$ cat config.mk
export PLATFORM = sky130hd
export DESIGN_NAME = filter_mac_writer
export DESIGN_NICKNAME = d
export VERILOG_FILES = /design/src/rtl/filter_mac_writer.sv
export SDC_FILE = /design/constraint.sdc
export NUM_CORES = 1
export LEC_CHECK = 0
export ABC_CLOCK_PERIOD_IN_PS = 12200
export CAP_MARGIN = 20
export CORE_ASPECT_RATIO = 0.9
export CORE_MARGIN = 8
export CORE_UTILIZATION = 35
export DETAILED_ROUTE_END_ITERATION = 10
export RECOVER_POWER = 50
export SYNTH_ARGS = -nofsm -noshare
export SYNTH_HDL_FRONTEND = slang
export SYNTH_SLANG_ARGS = --single-unit
$ cat constraint.sdc
create_clock -name clk -period 12.2 [get_ports clk]
set_input_delay 1.83 -clock clk [delete_from_list [all_inputs] [get_ports clk]]
set_output_delay 1.83 -clock clk [all_outputs]
set_load 0.005 [all_outputs]
$ cat src/rtl/filter_mac_writer.sv
// -----------------------------------------------------------------------------
// filter_mac_writer
//
// Convolution stage that feeds the filter-output RAM. Pixels are streamed in
// and multiplied by a stored signed kernel. TAPS products are accumulated for
// each output. The sum is then shifted arithmetically right by SHIFT, clamped
// to 8 bits, and written to the RAM at sequential addresses starting from 0.
// After NUM_OUT results have been written, a single done pulse ends the run.
//
// Build option:
//   FILTER_RELU_EN  defined   -> a negative shifted result is written as 0 (ReLU)
//                   undefined -> a negative result is written as its magnitude,
//                                saturated at 255
//
// Ports:
//   clk        clock; all state changes on the rising edge
//   rst_n      asynchronous active-low reset
//   start      begins a run; sampled only while idle
//   coef_we    kernel coefficient write strobe; honoured only while idle
//   coef_addr  tap index for coef_we; indices >= TAPS are ignored
//   coef_data  signed two's-complement coefficient
//   pix_valid  pix_data is valid
//   pix_data   unsigned pixel
//   pix_ready  the stage accepts a pixel this cycle
//   wr         RAM write strobe; high for one cycle per result
//   nextaddr   RAM write address; valid while wr=1
//   data_out   RAM write data; valid while wr=1
//   busy       high in every state except IDLE
//   done       one-cycle pulse at the end of a run
// -----------------------------------------------------------------------------
module filter_mac_writer #(
    parameter int TAPS    = 9,
    parameter int NUM_OUT = 9,
    parameter int ACC_W   = 21,
    parameter int SHIFT   = 0
) (
    input  logic       clk,
    input  logic       rst_n,
    input  logic       start,
    input  logic       coef_we,
    input  logic [3:0] coef_addr,
    input  logic [7:0] coef_data,
    input  logic       pix_valid,
    input  logic [7:0] pix_data,
    output logic       pix_ready,
    output logic       wr,
    output logic [7:0] nextaddr,
    output logic [7:0] data_out,
    output logic       busy,
    output logic       done
);

    localparam logic [4:0] LAST_TAP = 5'(TAPS - 1);
    localparam logic [4:0] TAPS_W5  = 5'(TAPS);
    localparam logic [7:0] LAST_OUT = 8'(NUM_OUT - 1);

    typedef enum logic [1:0] {
        ST_IDLE  = 2'd0,
        ST_ACC   = 2'd1,
        ST_WRITE = 2'd2,
        ST_DONE  = 2'd3
    } state_t;

    state_t                   state_r;
    logic signed [ACC_W-1:0]  acc_r;
    logic        [4:0]        tap_cnt_r;
    logic        [7:0]        out_cnt_r;
    logic signed [7:0]        kern_r [TAPS];
    logic                     pix_ready_r;
    logic                     wr_r;
    logic                     done_r;
    logic                     busy_r;
    logic        [7:0]        nextaddr_r;
    logic        [7:0]        data_out_r;

    logic                     accept_s;
    logic signed [16:0]       pix_ext_s;
    logic signed [16:0]       kern_ext_s;
    logic signed [16:0]       prod_s;
    logic signed [ACC_W-1:0]  acc_next_s;
    logic signed [ACC_W-1:0]  shifted_s;

    // Reduce a shifted accumulator value to the 8-bit RAM word.
    function automatic logic [7:0] clamp8(input logic signed [ACC_W-1:0] v);
        logic signed [ACC_W:0] ext_v;
        logic signed [ACC_W:0] mag_v;
        clamp8 = 8'd0;
        ext_v  = {v[ACC_W-1], v};
        mag_v  = -ext_v;
        if (v[ACC_W-1] == 1'b1) begin
`ifdef FILTER_RELU_EN
            clamp8 = 8'd0;
`else
            // ext_v is one bit wider than v, so even the most negative value
            // has a representable magnitude.
            if (|mag_v[ACC_W:8]) begin
                clamp8 = 8'd255;
            end else begin
                clamp8 = mag_v[7:0];
            end
`endif
        end else if (|v[ACC_W-2:8]) begin
            clamp8 = 8'd255;
        end else begin
            clamp8 = v[7:0];
        end
    endfunction

    // Multiply-accumulate datapath for the pixel at the current tap.
    always_comb begin
        accept_s   = pix_valid && pix_ready_r;
        pix_ext_s  = {9'd0, pix_data};
        kern_ext_s = {{9{kern_r[tap_cnt_r[3:0]][7]}}, kern_r[tap_cnt_r[3:0]]};
        // The true product always fits in 17 signed bits.
        prod_s     = pix_ext_s * kern_ext_s;
        acc_next_s = acc_r + {{(ACC_W-17){prod_s[16]}}, prod_s};
        shifted_s  = acc_next_s >>> SHIFT;
    end

    // Kernel coefficient storage; writable only while idle.
    always_ff @(posedge clk or negedge rst_n) begin
        if (!rst_n) begin
            for (int i = 0; i < TAPS; i++) begin
                kern_r[i] <= 8'sd0;
            end
        end else if (coef_we && (state_r == ST_IDLE) && ({1'b0, coef_addr} < TAPS_W5)) begin
            kern_r[coef_addr] <= coef_data;
        end
    end

    // Control FSM. The outputs are registered here together with the next
    // state, so each one decodes the state it accompanies.
    always_ff @(posedge clk or negedge rst_n) begin
        if (!rst_n) begin
            state_r     <= ST_IDLE;
            acc_r       <= '0;
            tap_cnt_r   <= 5'd0;
            out_cnt_r   <= 8'd0;
            pix_ready_r <= 1'b0;
            wr_r        <= 1'b0;
            done_r      <= 1'b0;
            busy_r      <= 1'b0;
            nextaddr_r  <= 8'd0;
            data_out_r  <= 8'd0;
        end else begin
            wr_r       <= 1'b0;
            done_r     <= 1'b0;
            nextaddr_r <= 8'd0;
            data_out_r <= 8'd0;
            case (state_r)
                ST_IDLE: begin
                    if (start) begin
                        state_r     <= ST_ACC;
                        acc_r       <= '0;
                        tap_cnt_r   <= 5'd0;
                        out_cnt_r   <= 8'd0;
                        pix_ready_r <= 1'b1;
                        busy_r      <= 1'b1;
                    end else begin
                        pix_ready_r <= 1'b0;
                        busy_r      <= 1'b0;
                    end
                end
                ST_ACC: begin
                    if (accept_s) begin
                        acc_r     <= acc_next_s;
                        tap_cnt_r <= tap_cnt_r + 5'd1;
                        if (tap_cnt_r == LAST_TAP) begin
                            // The result is computed from the final sum here,
                            // so it is on data_out during the write cycle.
                            state_r     <= ST_WRITE;
                            pix_ready_r <= 1'b0;
                            wr_r        <= 1'b1;
                            nextaddr_r  <= out_cnt_r;
                            data_out_r  <= clamp8(shifted_s);
                        end else begin
                            pix_ready_r <= 1'b1;
                        end
                    end else begin
                        pix_ready_r <= 1'b1;
                    end
                end
                ST_WRITE: begin
                    acc_r     <= '0;
                    tap_cnt_r <= 5'd0;
                    if (out_cnt_r == LAST_OUT) begin
                        state_r     <= ST_DONE;
                        done_r      <= 1'b1;
                        pix_ready_r <= 1'b0;
                    end else begin
                        out_cnt_r   <= out_cnt_r + 8'd1;
                        state_r     <= ST_ACC;
                        pix_ready_r <= 1'b1;
                    end
                end
                ST_DONE: begin
                    state_r     <= ST_IDLE;
                    busy_r      <= 1'b0;
                    pix_ready_r <= 1'b0;
                end
                default: begin
                    state_r     <= ST_IDLE;
                    busy_r      <= 1'b0;
                    pix_ready_r <= 1'b0;
                end
            endcase
        end
    end

    assign pix_ready = pix_ready_r;
    assign wr        = wr_r;
    assign nextaddr  = nextaddr_r;
    assign data_out  = data_out_r;
    assign busy      = busy_r;
    assign done      = done_r;

endmodule

Word level (Yosys, flattened, before mapping):

Index checks and enable logic that the tools add are counted.
Widths: inputs -> output; s select.

* bits of input ports: 25
* register bits after elaboration: 128
* bits in writable memories: 0
* memories: 0
* latch bits: 0
* ROM bits: 0

* mux-type cells: 40
* multipliers: 1
* bitwise operators: 2
* $add $sub $neg: 4
* order comparisons: 4
* equal/unequal tests: 9
* reduce and logical (&&, ||, !) cells: 13
* divide/modulo/power cells: 0
* shifts and indexed selects: 0

Operators by type and width (count)
* $mux 8: 14
* $bwmux 72: 1
* $pmux 21 s3: 1
* $mux 21: 2
* $bmux 8 s4: 1
* $demux 8 s4: 1
* $neg 21->22: 1
* $add 21x21->21: 1
* $mul 9x8->17: 1
* $pmux 8 s2: 1
* $pmux 5 s3: 1
* $reduce_or 14->1: 1
* $reduce_or 12->1: 1
* $ge 5x5->1 const B: 2
* $mux 5: 2
* $not 4->5: 2
* $mux 1: 9
* $reduce_and 3->1: 3
* $add 8x1->8 const B: 1
* $eq 8x4->1 const B: 1
* $mux 2: 4
* $ne 2x2->1 const B: 4
* $pmux 2 s4: 1
* $add 5x1->5 const B: 1
* 11 further kinds: 16

Depth between registers and ports, before layout:

* word-level depth: 13
* depth in mapped cells: 39
* gate-level depth less buffers: 36

Worst setup path before layout:

Ideal clock, no wire load.

* path type: register -> register
* start point: register tap_cnt_r[0]
* end point: register data_out_r[5] (netlist: data_out[5])
* slack: 3.570 ns
* setup time: 0.119 ns
* required time: 12.081 ns
* arrival time: 8.511 ns
* path buffers: 3
* clock period less this slack: 8.630 ns
* cell stages (with the launch flop): 33
* cell sequence: dfrtp_1 -> buf_1 -> clkbuf_1 -> nor4b_1 -> nand2_1 -> o21a_1 -> inv_1 -> nand2b_1 -> fa_1 -> fa_1 -> inv_1 -> fa_1 -> inv_1 -> fa_1 -> inv_1 -> ha_1 -> nand2_1 -> o21ai_1 -> or4_1 -> a31oi_2 -> xnor2_1 -> ha_1 -> a21o_1 -> a31o_2 -> nor4_1 -> a2111oi_4 -> or4b_4 -> a2111oi_2 -> o21ai_1 -> and4b_1 -> buf_6 -> a31oi_1 -> o21a_1

* longest elaborated chain between the ends: 13
* elaborated cells between the ends (all ways): 16
* classes of those cells: add/sub: 2; mul: 1; eq/ne: 1; mux: 9; bitwise: 1; reduce/logical: 2

Ends and longest elaborated chain
* start: declaration: line 66 `logic [4:0] tap_cnt_r;`
* start signal: assignment: line 167 `tap_cnt_r <= tap_cnt_r + 5'd1;`
* $not 4->5 (implied by the code): line 113 `kern_ext_s = {{9{kern_r[tap_cnt_r[3:0]][7]}}, kern_r[tap_cnt_r[3:0]]};`
* $bmux 8 s4: line 113
* $mux 8 (implied by the code) (2 in series): line 113
* $mul 9x8->17: line 115 `prod_s = pix_ext_s * kern_ext_s;`
* $add 21x21->21: line 116 `acc_next_s = acc_r + {{(ACC_W-17){prod_s[16]}}, prod_s};`
* $neg 21->22: line 89 `mag_v = -ext_v;`
* $reduce_or 14->1: line 96 `if (|mag_v[ACC_W:8]) begin`
* $mux 8: line 96
* $mux 8: line 90 `if (v[ACC_W-1] == 1'b1) begin`
* $mux 8 (*): line 168 `if (tap_cnt_r == LAST_TAP) begin`
* $mux 8 (*): line 165 `if (accept_s) begin`
* $mux 8 (*): line 150 `case (state_r)`
* end signal: assignment: line 175 `data_out_r <= clamp8(shifted_s);`
* end: declaration: line 74 `logic [7:0] data_out_r;`

Every way passes the cells marked *; elsewhere a longest branch is shown, timed or not. The select of a mux whose other input is x is not followed.
A chain may end at the register's enable or synchronous reset.

Worst setup path after layout:

* start point: register tap_cnt_r[1]
* end point: register data_out_r[5] (netlist: data_out[5])

Same word-level chain as after synthesis.

==> summary.md <==
| Metric | Value |
|---|---|
| Final setup TNS | `0 ns` |
| 1st-iter DRT viols | `490` |
| FP Rows | `57` |
| Count leader, synth | `dfrtp_1` |
| Min Tclk post-route | `9.22 ns` |
| Achievable Freq | `between 100 and 150 MHz` |
| R2r endpoint | `data_out[5]$_DFF_PN0_` |
| Vias in the first global route | `6798` |
| Status | `complete, but fails checks` |
| Largest net degree at the start of global routing | `a little over 70` |
| Synth area leaders | `dfrtp_1, ha_1, mux2_2, fa_1, mux4_2` |
| R2R depth | `31` |
| Clk sinks | `about 130` |
| Slowest cell on crit path | `nor4b_2` |
| Hold depth | `2` |
| CP required | `12.51 ns` |
| Post-Syn Instances | `between 900 and 1000` |
| Crit-path max FO | `20` |
| Setup CP Type | `flop to flop` |
| Grt peak-use layer | `met1` |
| Proportion of layout cells with a drive suffix above 1 | `~17%` |
| Number of buffers added on ports | `44` |
| Wire per inst | `between 15 and 20 um` |
| Syn_nets | `around 1000` |
| Setup Fix Bufs, Post-CTS | `0` |
| Worst skew pair latency | `0.43 ns` |
| Post-synth top area cell | `dfrtp_1` |
| HP Start | `acc_r[0]$_DFFE_PN0P_` |
| Mean Syn Cell Area | `about 11 um^2` |
| Dpl hpwl | `about 16000 um` |
| Die footprint | `between 0.03 and 0.04 mm^2` |
| Fin Clk Skew | `0.0137 ns` |
| Slew Viols, Final | `131` |
| RSZ-0062 raised after global routing | `false` |
| Initial Util | `between 30 and 40%` |
| Synth-to-layout area growth | `14.3%` |
| Post-synth top cells | `dfrtp_1, nand2_1, inv_1` |
| CTS tree | `done` |
| GR Util All Layers | `between 10% and 20%` |
| Seq/Total Area, Yosys | `between 30 and 40%` |
| Period utilisation layout | `roughly 76%` |
| First-pass GRT wire length | `between 30000 and 40000 um` |
| Setup Viol. Count Final | `0` |
| Die W | `between 150 and 200 um` |
| Global routing usage on met3 | `roughly 2.7%` |
| Clock transition at the registers of the reported paths | `approximately 0.070 ns` |
| DRC | `0` |
| Avg Vias per Cell | `between 5 and 6` |
| TritonRoute pass-1 iters | `4` |
| Worst Path Arrival | `around 9.5 ns` |
| Rel. slew slack | `-150%` |
| Flop2flop setup slack | `slightly below 3 ns` |
| Crit start category | `flop` |
| Worst-Margin Slew | `about 3.8 ns` |
| Ports | `45` |
| Syn. warnings | `0` |
| Root buf cell | `clkbuf_16` |
| Synth top area share | `between 30% and 40%` |
| Antenna-violating nets left | `0` |
| RR Startpoint | `tap_cnt_r[1]$_DFFE_PN0P_` |
| GRT overflow | `0` |
| Post-synth EDFFs | `0` |
| Routability cong. | `roughly 0.8` |
| MaxCap Viol Count | `2` |
| Failing checks | `capacitance limit, slew limit` |
| Nets | `1081` |
| Critical Path Max Stage Delay | `~0.83 ns` |
| Fill cells | `2593` |
| N_diodes | `0` |
| Die Y-Extent | `around 170 um` |
| Vias after detailed routing | `~6800` |
| Async SR Flop Fraction | `between 90% and 100%` |
| Final Hold Vio Count | `0` |
| Count of cells resized by post-cts repair | `0` |
| Clock Path Buffers | `2` |
| Worst Setup End Kind | `flop` |
| HP Class | `flop to flop` |
| CTS Buf Count | `17` |
| M1 GR Usage | `20.1%` |
| Met2 Use GR | `between 10% and 20%` |
| Core area | `about 0.027 mm^2` |
| Hold EP | `acc_r[0]$_DFFE_PN0P_` |
| Dominant synthesized flop cell | `dfrtp_1` |
| Post-synth design cell area | `0.00953 mm^2` |
| Cts hold-fix bufs | `0` |
| Htree depth | `4` |
| Total Routed Length | `about 22000 um` |
| Number of antenna violations at the first check in global routing | `0` |
| Distinct cell type count after synthesis | `a little over 80` |
| #FFs+latches synth | `~130` |
-- registers in the layout (all words and copies together), names as in the netlist --
signal	count
data_out	8
tap_cnt_r	5
done	1
busy	1
acc_r	21
wr	1
state_r	2
pix_ready	1
nextaddr	8
kern_r	72
out_cnt_r	8
-- worst max-delay path: cells and delay by family, from the launching register on --
| kind | cells | cell delay (ns) |
|---|---|---|
| adders and majority gates | 6 | 2.76 |
| buffers and inverters | 4 | 0.22 |
| AOI/OAI and AO/OA | 12 | 2.92 |
| DFF | 1 | 0.74 |
| and+or+nand+nor | 7 | 2.08 |
| xor gates and xnor gates | 2 | 0.34 |
-- placed cells by master (no fill, tap or decap), types with 4 or more instances in the layout --
cell	instances
nand2b_1	14
clkinv_8	5
inv_1	75
nand3_1	12
o31ai_1	5
mux4_2	16
o21a_1	13
xnor2_1	18
fa_1	38
ha_1	73
nand4_1	9
clkdlybuf4s50_1	41
or4_1	4
inv_6	5
o211ai_1	5
nand3b_1	4
a21oi_1	30
and3_1	7
nand2_1	79
inv_8	5
and2_1	38
o21ai_0	36
nor3_2	4
dfrtp_1	128
nor2_1	45
o21ai_1	8
nor2b_1	4
a21o_1	13
xor2_1	16
nor3_1	13
buf_4	4
clkbuf_16	17
mux2_2	73
mux2i_1	9
a22o_1	10
a31oi_1	11
-- metal layers --
metal / up-vias / share of wire, %
met1: 3404 / 51
met5: - / 0
met4: 0 / 1.1
met3: 18 / 3.5
met2: 123 / 44
li1: 3298 / -
-- layout make-up --
cell class	instances	area (um^2)	area share [%]
Sequential cell	128	3200	29.4
Clock buffer	17	425	3.90
Clock inverter	15	181	1.66
Multi-Input combinational cell	674	5900	54.1
Inverter	75	282	2.58
Tap cell	354	443	4.06
Timing Repair Buffer	49	468	4.29
-- worst max-delay path by stage --
stage / startpoint / end
finish: tap_cnt_r[1]$_DFFE_PN0P_ / data_out[5]$_DFF_PN0_
global placement: pix_data[0] / data_out[5]$_DFF_PN0_
detailed placement: pix_data[0] / data_out[5]$_DFF_PN0_
global route: tap_cnt_r[1]$_DFFE_PN0P_ / data_out[5]$_DFF_PN0_
floorplan: tap_cnt_r[0]$_DFFE_PN0P_ / data_out[5]$_DFF_PN0_
CTS: tap_cnt_r[1]$_DFFE_PN0P_ / data_out[5]$_DFF_PN0_
-- metrics by stage --
stage / std cells / hold slack [ns] / utilization, % / worst slack [ns] / instance area [um^2]
global route: 1312 / 0.511 / 40.5 / 2.28 / 10900
detailed placement: 1280 / 0.474 / 38.3 / 2.77 / 10300
CTS: 1312 / 0.489 / 40.6 / 2.94 / 10900
global placement: 1280 / 0.468 / 38.3 / 2.77 / 10300
finish: 1312 / 0.484 / 40.5 / 2.98 / 10900
floorplan: 903 / 0.452 / - / 3.57 / 9530
-- cell families after synthesis --
kind of cell	count (synthesis)	synth area share, %
compound gates	167	12.8
fa+ha+maj	111	17.6
mux	98	13.3
simple gates	263	14.6
xor+xnor	35	3.36
buf+inv	101	4.78
flops	128	33.6
Power is not shown: default switching activity piles up to over one toggle a cycle in this logic, so the estimate is an artifact.
